File: src/rtl/spi_link_pkg.sv
// spi_link_pkg: FSM states and command/header codes for the SPI link master.
// Shared by the PHY and the data-sequencing FSM.
package spi_link_pkg;

  typedef enum logic [2:0] {
    IDLE,
    START,
    TX_CMD,
    HUNT,
    STREAM,
    STOP
  } state_e;

  localparam logic [7:0] VIDEO_CMD = 8'hFA;
  localparam logic [7:0] AUDIO_CMD = 8'hAA;
  localparam logic [7:0] VIDEO_HDR = 8'h5A;
  localparam logic [7:0] AUDIO_HDR = 8'hA5;

endpackage

File: src/rtl/spi_shift_reg.sv
// spi_shift_reg: 8-bit MSB-first shift register with a 3-bit bit counter.
// Shared between command transmit and payload receive.
module spi_shift_reg (
  input  logic       clk,
  input  logic       reset,
  input  logic       load,
  input  logic [7:0] load_val,
  input  logic       shift_en,
  input  logic       bit_in,
  output logic       msb,
  output logic       nxt_msb,
  output logic [7:0] byte_nxt,
  output logic       byte_done
);

  logic [7:0] data_q, data_d;
  logic [2:0] cnt_q, cnt_d;

  assign msb       = data_q[7];
  assign nxt_msb   = data_q[6];
  assign byte_nxt  = {data_q[6:0], bit_in};
  assign byte_done = shift_en & (cnt_q == 3'd7);

  always_comb begin
    data_d = data_q;
    cnt_d  = cnt_q;
    if (load) begin
      data_d = load_val;
      cnt_d  = 3'd0;
    end else if (shift_en) begin
      data_d = byte_nxt;
      cnt_d  = cnt_q + 3'd1;
    end
  end

  always_ff @(posedge clk) begin
    if (reset) begin
      data_q <= 8'h00;
      cnt_q  <= 3'd0;
    end else begin
      data_q <= data_d;
      cnt_q  <= cnt_d;
    end
  end

endmodule

File: src/rtl/spi_link_master.sv
// spi_link_master: mode-0 SPI master framing command, header hunt and stream.
// Optional header-hunt timeout enabled by defining SPI_HDR_TIMEOUT_EN.
module spi_link_master
  import spi_link_pkg::*;
#(
  parameter logic        CPOL_IDLE        = 1'b0,
  parameter int unsigned MAX_SEARCH_BYTES = 1024,
  parameter int unsigned SEARCH_CNT_W     = 11
) (
  input  logic       CLK_40,
  input  logic       reset,
  input  logic       SPI_clk_en,
  input  logic       cmd_valid,
  input  logic [7:0] cmd_byte,
  input  logic [7:0] hdr_byte,
  output logic       cmd_ready,
  output logic       cmd_done,
  output logic       header_found,
  output logic [7:0] rx_data,
  output logic       rx_valid,
  input  logic       rx_stop,
  output logic       search_timeout,
  output logic       busy,
  input  logic       MISO,
  output logic       MOSI,
  output logic       SCLK,
  output logic       chip_select
);

  state_e     state_q, state_d;
  logic       cs_q, cs_d;
  logic       sclk_q, sclk_d;
  logic       mosi_q, mosi_d;
  logic       done_q, done_d;
  logic       hfnd_q, hfnd_d;
  logic       rxv_q, rxv_d;
  logic       tmo_q, tmo_d;
  logic [7:0] rxd_q, rxd_d;
  logic [7:0] hdr_q, hdr_d;

  logic       accept, tx_fall, rx_rise;
  logic       sr_load, sr_shift, sr_msb, sr_nxt, sr_done;
  logic [7:0] sr_val, sr_byte;

  assign accept  = (state_q == IDLE) & cmd_valid;
  assign tx_fall = (state_q == TX_CMD) & SPI_clk_en & sclk_q;
  assign rx_rise = ((state_q == HUNT) | (state_q == STREAM))
                 & SPI_clk_en & ~sclk_q;

  assign sr_shift = tx_fall | rx_rise;
  // End of command reuses the register for receive, realigning the counter.
  assign sr_load  = accept | (tx_fall & sr_done);
  assign sr_val   = accept ? cmd_byte : 8'h00;

  spi_shift_reg u_sr (
    .clk       (CLK_40),
    .reset     (reset),
    .load      (sr_load),
    .load_val  (sr_val),
    .shift_en  (sr_shift),
    .bit_in    (MISO),
    .msb       (sr_msb),
    .nxt_msb   (sr_nxt),
    .byte_nxt  (sr_byte),
    .byte_done (sr_done)
  );

`ifdef SPI_HDR_TIMEOUT_EN
  logic [SEARCH_CNT_W-1:0] srch_q, srch_d;
  localparam logic [SEARCH_CNT_W-1:0] SRCH_LAST =
    SEARCH_CNT_W'(MAX_SEARCH_BYTES - 1);
`else
  logic [SEARCH_CNT_W-1:0] unused_lim;
  assign unused_lim = SEARCH_CNT_W'(MAX_SEARCH_BYTES);
`endif

  always_comb begin
    state_d = state_q;
    cs_d    = cs_q;
    sclk_d  = sclk_q;
    mosi_d  = mosi_q;
    hdr_d   = hdr_q;
    rxd_d   = rxd_q;
    done_d  = 1'b0;
    hfnd_d  = 1'b0;
    rxv_d   = 1'b0;
    tmo_d   = 1'b0;
`ifdef SPI_HDR_TIMEOUT_EN
    srch_d  = srch_q;
`endif
    unique case (state_q)
      IDLE: begin
        if (accept) begin
          hdr_d   = hdr_byte;
          state_d = START;
        end
      end
      START: begin
        if (SPI_clk_en) begin
          cs_d    = 1'b0;
          sclk_d  = CPOL_IDLE;
          mosi_d  = sr_msb;
          state_d = TX_CMD;
        end
      end
      TX_CMD: begin
        if (SPI_clk_en) sclk_d = ~sclk_q;
        if (tx_fall) begin
          if (sr_done) begin
            done_d  = 1'b1;
            mosi_d  = 1'b0;
            state_d = HUNT;
`ifdef SPI_HDR_TIMEOUT_EN
            srch_d  = '0;
`endif
          end else begin
            mosi_d = sr_nxt;
          end
        end
      end
      HUNT, STREAM: begin
        if (SPI_clk_en) sclk_d = ~sclk_q;
        if (sr_done) begin
          if (state_q == STREAM) begin
            rxd_d = sr_byte;
            rxv_d = 1'b1;
          end else if (sr_byte == hdr_q) begin
            hfnd_d  = 1'b1;
            state_d = STREAM;
          end else begin
`ifdef SPI_HDR_TIMEOUT_EN
            srch_d = srch_q + 1'b1;
            if (srch_q == SRCH_LAST) begin
              tmo_d   = 1'b1;
              state_d = STOP;
            end
`endif
          end
        end
        // A byte finishing on the stop cycle is still delivered above.
        if (rx_stop) state_d = STOP;
      end
      STOP: begin
        if (SPI_clk_en) begin
          if (sclk_q) begin
            sclk_d = CPOL_IDLE;
          end else begin
            cs_d    = 1'b1;
            state_d = IDLE;
          end
        end
      end
      default: state_d = IDLE;
    endcase
  end

  always_ff @(posedge CLK_40) begin
    if (reset) begin
      state_q <= IDLE;
      cs_q    <= 1'b1;
      sclk_q  <= CPOL_IDLE;
      mosi_q  <= 1'b0;
      hdr_q   <= 8'h00;
      rxd_q   <= 8'h00;
      done_q  <= 1'b0;
      hfnd_q  <= 1'b0;
      rxv_q   <= 1'b0;
      tmo_q   <= 1'b0;
    end else begin
      state_q <= state_d;
      cs_q    <= cs_d;
      sclk_q  <= sclk_d;
      mosi_q  <= mosi_d;
      hdr_q   <= hdr_d;
      rxd_q   <= rxd_d;
      done_q  <= done_d;
      hfnd_q  <= hfnd_d;
      rxv_q   <= rxv_d;
      tmo_q   <= tmo_d;
    end
  end

`ifdef SPI_HDR_TIMEOUT_EN
  always_ff @(posedge CLK_40) begin
    if (reset) srch_q <= '0;
    else       srch_q <= srch_d;
  end
`endif

  assign cmd_ready      = (state_q == IDLE);
  assign busy           = ~cs_q;
  assign chip_select    = cs_q;
  assign SCLK           = sclk_q;
  assign MOSI           = mosi_q;
  assign cmd_done       = done_q;
  assign header_found   = hfnd_q;
  assign rx_valid       = rxv_q;
  assign rx_data        = rxd_q;
  assign search_timeout = tmo_q;

endmodule

File: config.mk
export PLATFORM = sky130hd
export DESIGN_NAME = spi_link_master
export DESIGN_NICKNAME = d
export VERILOG_FILES = /design/src/rtl/spi_link_pkg.sv /design/src/rtl/spi_shift_reg.sv /design/src/rtl/spi_link_master.sv
export SDC_FILE = /design/constraint.sdc
export NUM_CORES = 1
export LEC_CHECK = 0
export BUFFER_PORTS_ARGS = -buffer_cell sky130_fd_sc_hd__clkbuf_2
export CAP_MARGIN = 20
export CORE_MARGIN = 2
export CORE_UTILIZATION = 53
export DETAILED_ROUTE_END_ITERATION = 8
export MAX_ROUTING_LAYER = met4
export PLACE_DENSITY = 0.78
export SLEW_MARGIN = 20
export SYNTH_ARGS = -nofsm -noshare
export SYNTH_HDL_FRONTEND = slang
export SYNTH_SLANG_ARGS = --single-unit
File: constraint.sdc
create_clock -name CLK_40 -period 2.2 [get_ports CLK_40]
set_input_delay 0.44 -clock CLK_40 [delete_from_list [all_inputs] [get_ports CLK_40]]
set_output_delay 0.44 -clock CLK_40 [all_outputs]
set_load 0.05 [all_outputs]
======== Yosys cells after proc, flatten, opt, wreduce, memory -nomap -nowiden ========
Cells that the tools add are included.
word-level totals
  input bits .............................. 22
  bits in registers ....................... 36
  output and inout bits ................... 17
operators by class
  bitwise gates (word level) .............. 16
  multiplexer cells ....................... 27
  eq/ne operators ......................... 18
  reduce and logical (&&, ||, !) cells .... 18
  add/sub/neg operators ................... 1
operator list
  cell                                                  number
  two-way mux 3 bit                                     10
  two-way mux 8 bit                                     3
  case mux 3 bit (5 select lines)                       1
  two-way mux 1 bit                                     10
  != test 2 bit (second input constant)                 5
  equality test 3 bit (second input constant)           3
  != test 3 bit (second input constant)                 3
  AND reduction 3 bit                                   3
  AND reduction 9 bit                                   1
  OR reduction 3 bit                                    3
  equality test 8 bit                                   1
  nonzero test 2 bit                                    4
  AND 1 bit                                             7
  equality test 3 x 2 -> 1 bit (second input constant)  2
  != test 2 x 1 -> 1 bit (second input constant)        3
  inverter 1 bit                                        6
  case mux 1 bit (2 select lines)                       3
  OR reduction 2 bit                                    3
  AND reduction 4 bit                                   1
  OR reduction 4 bit                                    1
  adder 3 x 1 -> 3 bit (second input constant)          1
  equality test 3 x 1 -> 1 bit (second input constant)  1
  zero test 3 bit                                       1
  OR 1 bit                                              3
  AND reduction 2 bit                                   1

======== Longest topological paths before layout ========
  word-level depth ........................ 9
  mapped depth ............................ 7

======== Cells and area by module ========
A second synthesis with hierarchy kept.
second synthesis, totals
  cells, all modules ...................... 228
  area total of the unflattened synthesis .. 1883.1 um2
by module, submodules not included
  module           area each (um2)  cells each  instances
  spi_link_master  1358.8           178         1
  spi_shift_reg    524.3            50          1

======== Worst setup path after synthesis ========
OpenSTA, ideal clock, no wires.
  kind .................................... register to register
  start point ............................. register state_q[0]
  end point ............................... register u_sr.data_q[2]
  setup slack ............................. 0.084 ns
  setup time .............................. 0.091 ns
  period minus slack after synthesis ...... 2.116 ns
  stages on the path, launching flop included .. 7
  buffers on the path ..................... 3
  arrival time ............................ 2.025 ns
  cell sequence ........................... dfxtp_1 buf_6 buf_2 nor3_2 nand2_1 buf_2 a311oi_1
RTL lines
  what                                                     line                                          RTL
  start: declaration                                       spi_link_master.sv:30                         state_e state_q, state_d;
  start signal: assignment                                 spi_link_master.sv:170                        state_q <= state_d;
  zero test 3 bit *                                        n/a
  named net cmd_ready                                      spi_link_master.sv:16                         output logic cmd_ready,
  AND 1 bit *                                              spi_link_master.sv:45                         assign accept = (state_q == IDLE) & cmd_valid;
  two-way mux 8 bit or OR 1 bit (tied branches)            spi_link_master.sv:53, spi_link_master.sv:52
  two-way mux 8 bit or nonzero test 2 bit (tied branches)  n/a
  end signal: assignment                                   spi_shift_reg.sv:41                           data_q <= data_d;
  end: declaration                                         spi_shift_reg.sv:16                           logic [7:0] data_q, data_d;
Mark *: on every way through the listed nets, which the timed path passes. The rest lies on a longest branch.
A chain may end at the register's enable or synchronous reset.

======== Final worst setup path ========
  start point ............................. register state_q[0]
  end point ............................... output cmd_ready
between the ends
  word-level cells in the longest chain between the ends .. 1
RTL lines
  what              line                    RTL
  zero test 3 bit   spi_link_master.sv:190  assign cmd_ready = (state_q == IDLE);
  end: declaration  spi_link_master.sv:16
No other way between the ends.

==> flow_metrics.py <==
metrics = {
    "synthesis": {
        "synth_edf_count": 0,
        "yosysMostFrequentCell": "dfxtp_1",
        "syn_nets": 221,
        "ys_ff_latch": 36,
        "synth_top_area_share_pct": 40.2,
        "netlist_area_sq_um": 1790,
        "syn_inst": 197,
        "ys.flop_type": "dfxtp_1",
        "yosysTopAreaCell": "dfxtp_1",
        "syn_area_per_cell_sq_um": 9.10,
        "ys_top_cells_by_count": "36 x dfxtp_1, 23 x nand2_1, 21 x nor2_1",
        "ys_warn_count": 0,
        "synth.area.top_cells": "dfxtp_1 40%, mux2i_1 5.6%, nand2_1 4.8%",
        "synth_cell_type_count": 42,
        "ys_seq_area_share_pct": 40.2,
        "synth_async_sr_flop_share_pct": 0,
    },
    "worst_setup_path": {
        "cp.required_ns": 1.76,
        "cp-start-kind": "register",
        "r2r_cells": 4,
        "crit_fanout": 11,
        "r2r_end": "u_sr.data_q[2]$_SDFFE_PP0P_",
        "critPathCaptureType": "output pin",
        "critPathKind": "register to output pin",
        "crit_arrival_ns": 1.51,
        "r2r_slack_ns": 0.33,
        "worst_path_max_delay_cell": "dfxtp_1",
        "rr_startpoint": "state_q[1]$_SDFFE_PP0P_",
        "crit_path_cell_trace": "buf_4, nor3_2, clkbuf_2",
        "critPathMaxStageDelay_ns": 0.43,
    },
    "die": {
        "die_area_sq_um": 3860,
        "io_pins": 39,
        "die_y_microns": 62.2,
        "rows": 21,
        "die_x_microns": 62.2,
        "start_util_pct": 54.6,
        "fp.coreArea_sq_um": 3280,
    },
    "clock_tree": {
        "clk_latency_ns": 0.36,
        "hold_buffers": 0,
        "cts_setup_buffers": 0,
        "htreeDepth": 2,
        "clk_pin_slew_ns": 0.11,
        "cts.repair.resized": 0,
        "root_buffer": "clkbuf_4",
        "cts_sinks": 36,
        "cts_made_buffers": 5,
        "cts_buffer_depth": 2,
        "cts_tree": "done",
    },
    "grt": {
        "track_usage_pct": 21.2,
        "grt_pass1_wl_microns": 6190,
        "grt_max_degree": 34,
        "grt_pass1_vias": 1287,
        "overflow": 0,
        "antenna_found_initial": 0,
    },
    "sta": {
        "setup_viol": 0,
        "finalSetupTns_ns": 0,
        "worst_pin_slew_ns": 0.637,
        "slew_headroom_pct": 57.4,
        "rsz0062_at_grt": "false",
        "fin_crit_ns": 1.95,
        "worst_clock_skew_ns": 0.0111,
        "slew_violations": 0,
        "setup_slack_ns": 0.247,
        "clock.fmax_ghz": 0.512,
        "hold_violations": 0,
        "period_share_pct": 88.8,
    },
    "routing": {
        "first_iter_violations": 82,
        "drt-total-wl_microns": 3740,
        "drc": 0,
        "wl_per_cell_microns": 13.4,
        "drt.antenna.violating_nets": 0,
        "vias": 1502,
        "viasPerCell": 5.40,
        "firstDrtPassIters": 4,
    },
    "cells_and_area": {
        "final_area_sq_um": 2070,
        "num_antenna_cells": 0,
        "fin_nets": 255,
        "nFillCells": 290,
        "ff_latch_area_sq_um": 721,
        "drive_above_1_share_pct": 25.4,
        "final_util_pct": 62.9,
        "syn2layout_area_growth_pct": 15.3,
        "multi_input_area_sq_um": 978,
    },
    "placement": {
        "io_buffers": 37,
        "dpl_worst_slack_ns": 0.369,
        "dp_hpwl_microns": 2650,
        "placed_cell_area_sq_um": 1990,
        "finalWeightedCongestion": 0.788,
    },
    "run_status": {
        "outcome": "finished, final reports clean",
    },
    "worst_hold_path": {
        "hold_start": "hdr_byte[6]",
        "hold_depth": 3,
        "min_path_type": "input pin to register",
        "min_to": "hdr_q[6]$_SDFFE_PP0P_",
    },
    "pwr": {
        "finalPower_mw": 1.75,
        "p_leak_nw": 0.861,
        "p_per_area_nw_per_um2": 848,
        "peakVddDrop_uv": 471,
    },
    "flow_run": {
        "cap_violations": 0,
    },
}
## how the worst max path moves through the flow
stage                                  startpoint                           to  slack [ns]  cells after the start
final                     state_q[0]$_SDFFE_PP0P_                    cmd_ready        0.25                      3
after detailed placement  state_q[1]$_SDFFE_PP0P_  u_sr.data_q[4]$_SDFFE_PP0P_        0.37                      4
after global placement    state_q[1]$_SDFFE_PP0P_  u_sr.data_q[2]$_SDFFE_PP0P_        0.42                      4
after CTS                 state_q[0]$_SDFFE_PP0P_                    cmd_ready        0.23                      3
after global routing      state_q[1]$_SDFFE_PP0P_  u_sr.data_q[2]$_SDFFE_PP0P_        0.14                      4
after floorplan           state_q[0]$_SDFFE_PP0P_  u_sr.data_q[2]$_SDFFE_PP0P_        0.08                      6
## power by group
part / internal [mW] / switching [mW] / total, mW
Sequential: 0.712 / 0.0934 / 0.806
Clock: 0.237 / 0.239 / 0.476
Combinational: 0.189 / 0.281 / 0.470
Total: 1.14 / 0.614 / 1.75
## cells in the final DEF (no fill, tap or decap), types with 2 or more instances in the layout
cell type,synthesis,final
a21oi_1,11,11
a311oi_1,7,7
a31oi_1,6,6
and2_1,6,6
and4bb_4,2,2
buf_4,3,5
clkbuf_2,0,37
clkbuf_4,0,5
dfxtp_1,36,36
ha_1,2,2
inv_1,2,2
mux2i_1,10,10
nand2_1,23,23
nand2b_1,9,9
nand3_1,4,4
nand3b_1,3,3
nand4_1,2,2
nor2_1,21,21
nor3b_1,3,3
o2bb2ai_1,5,5
o311ai_1,2,2
o31ai_1,2,2
xnor2_1,9,9
## final cells by class
cell class | count | area share (%)
clock buffer | 5 | 1.82
clock inverter | 3 | 2.06
inverter | 2 | 0.363
multi-input combinational | 144 | 47.3
sequential | 36 | 34.9
tap | 46 | 2.78
timing repair buffer | 42 | 10.8
## kinds of logic after synthesis
group / count (synthesis) / synth area share (%)
flops: 36 / 40.2
compound gates: 41 / 17.3
xor+xnor: 9 / 4.40
other cells: 1 / 0.209
fa+ha+maj: 2 / 1.40
buf+inv: 17 / 5.23
mux: 11 / 6.21
simple gates: 80 / 25.1
## per-stage QoR
step                      hold slack (ns)  cells
after floorplan                     0.449    197
after global placement              0.455    270
after detailed placement            0.462    270
after CTS                           0.280    278
after global routing                0.287    278
final                               0.288    278
## worst max-delay path: cells and delay by family (launching register included)
kind | cells | cell delay [ns]
flops | 1 | 0.43
simple gates | 1 | 0.19
buf+inv | 2 | 0.54
## registers in the layout, indices dropped and copies added, names as in the netlist
| name | cells |
|---|---|
| hdr_q | 8 |
| rx_data | 8 |
| u_sr.data_q | 8 |
| state_q | 3 |
| u_sr.cnt_q | 3 |
| MOSI | 1 |
| SCLK | 1 |
| chip_select | 1 |
| cmd_done | 1 |
| header_found | 1 |
| rx_valid | 1 |
## routing by layer
metal	part of all wire, %	routed length (microns)	GRT usage (%)
met1	48	1810	27.6
met2	45	1700	30.3
met3	4.3	161	3.80
met4	1.9	71	13.3
met5	0	0	-
No activity file was read; power rests on OpenSTA's default activity.
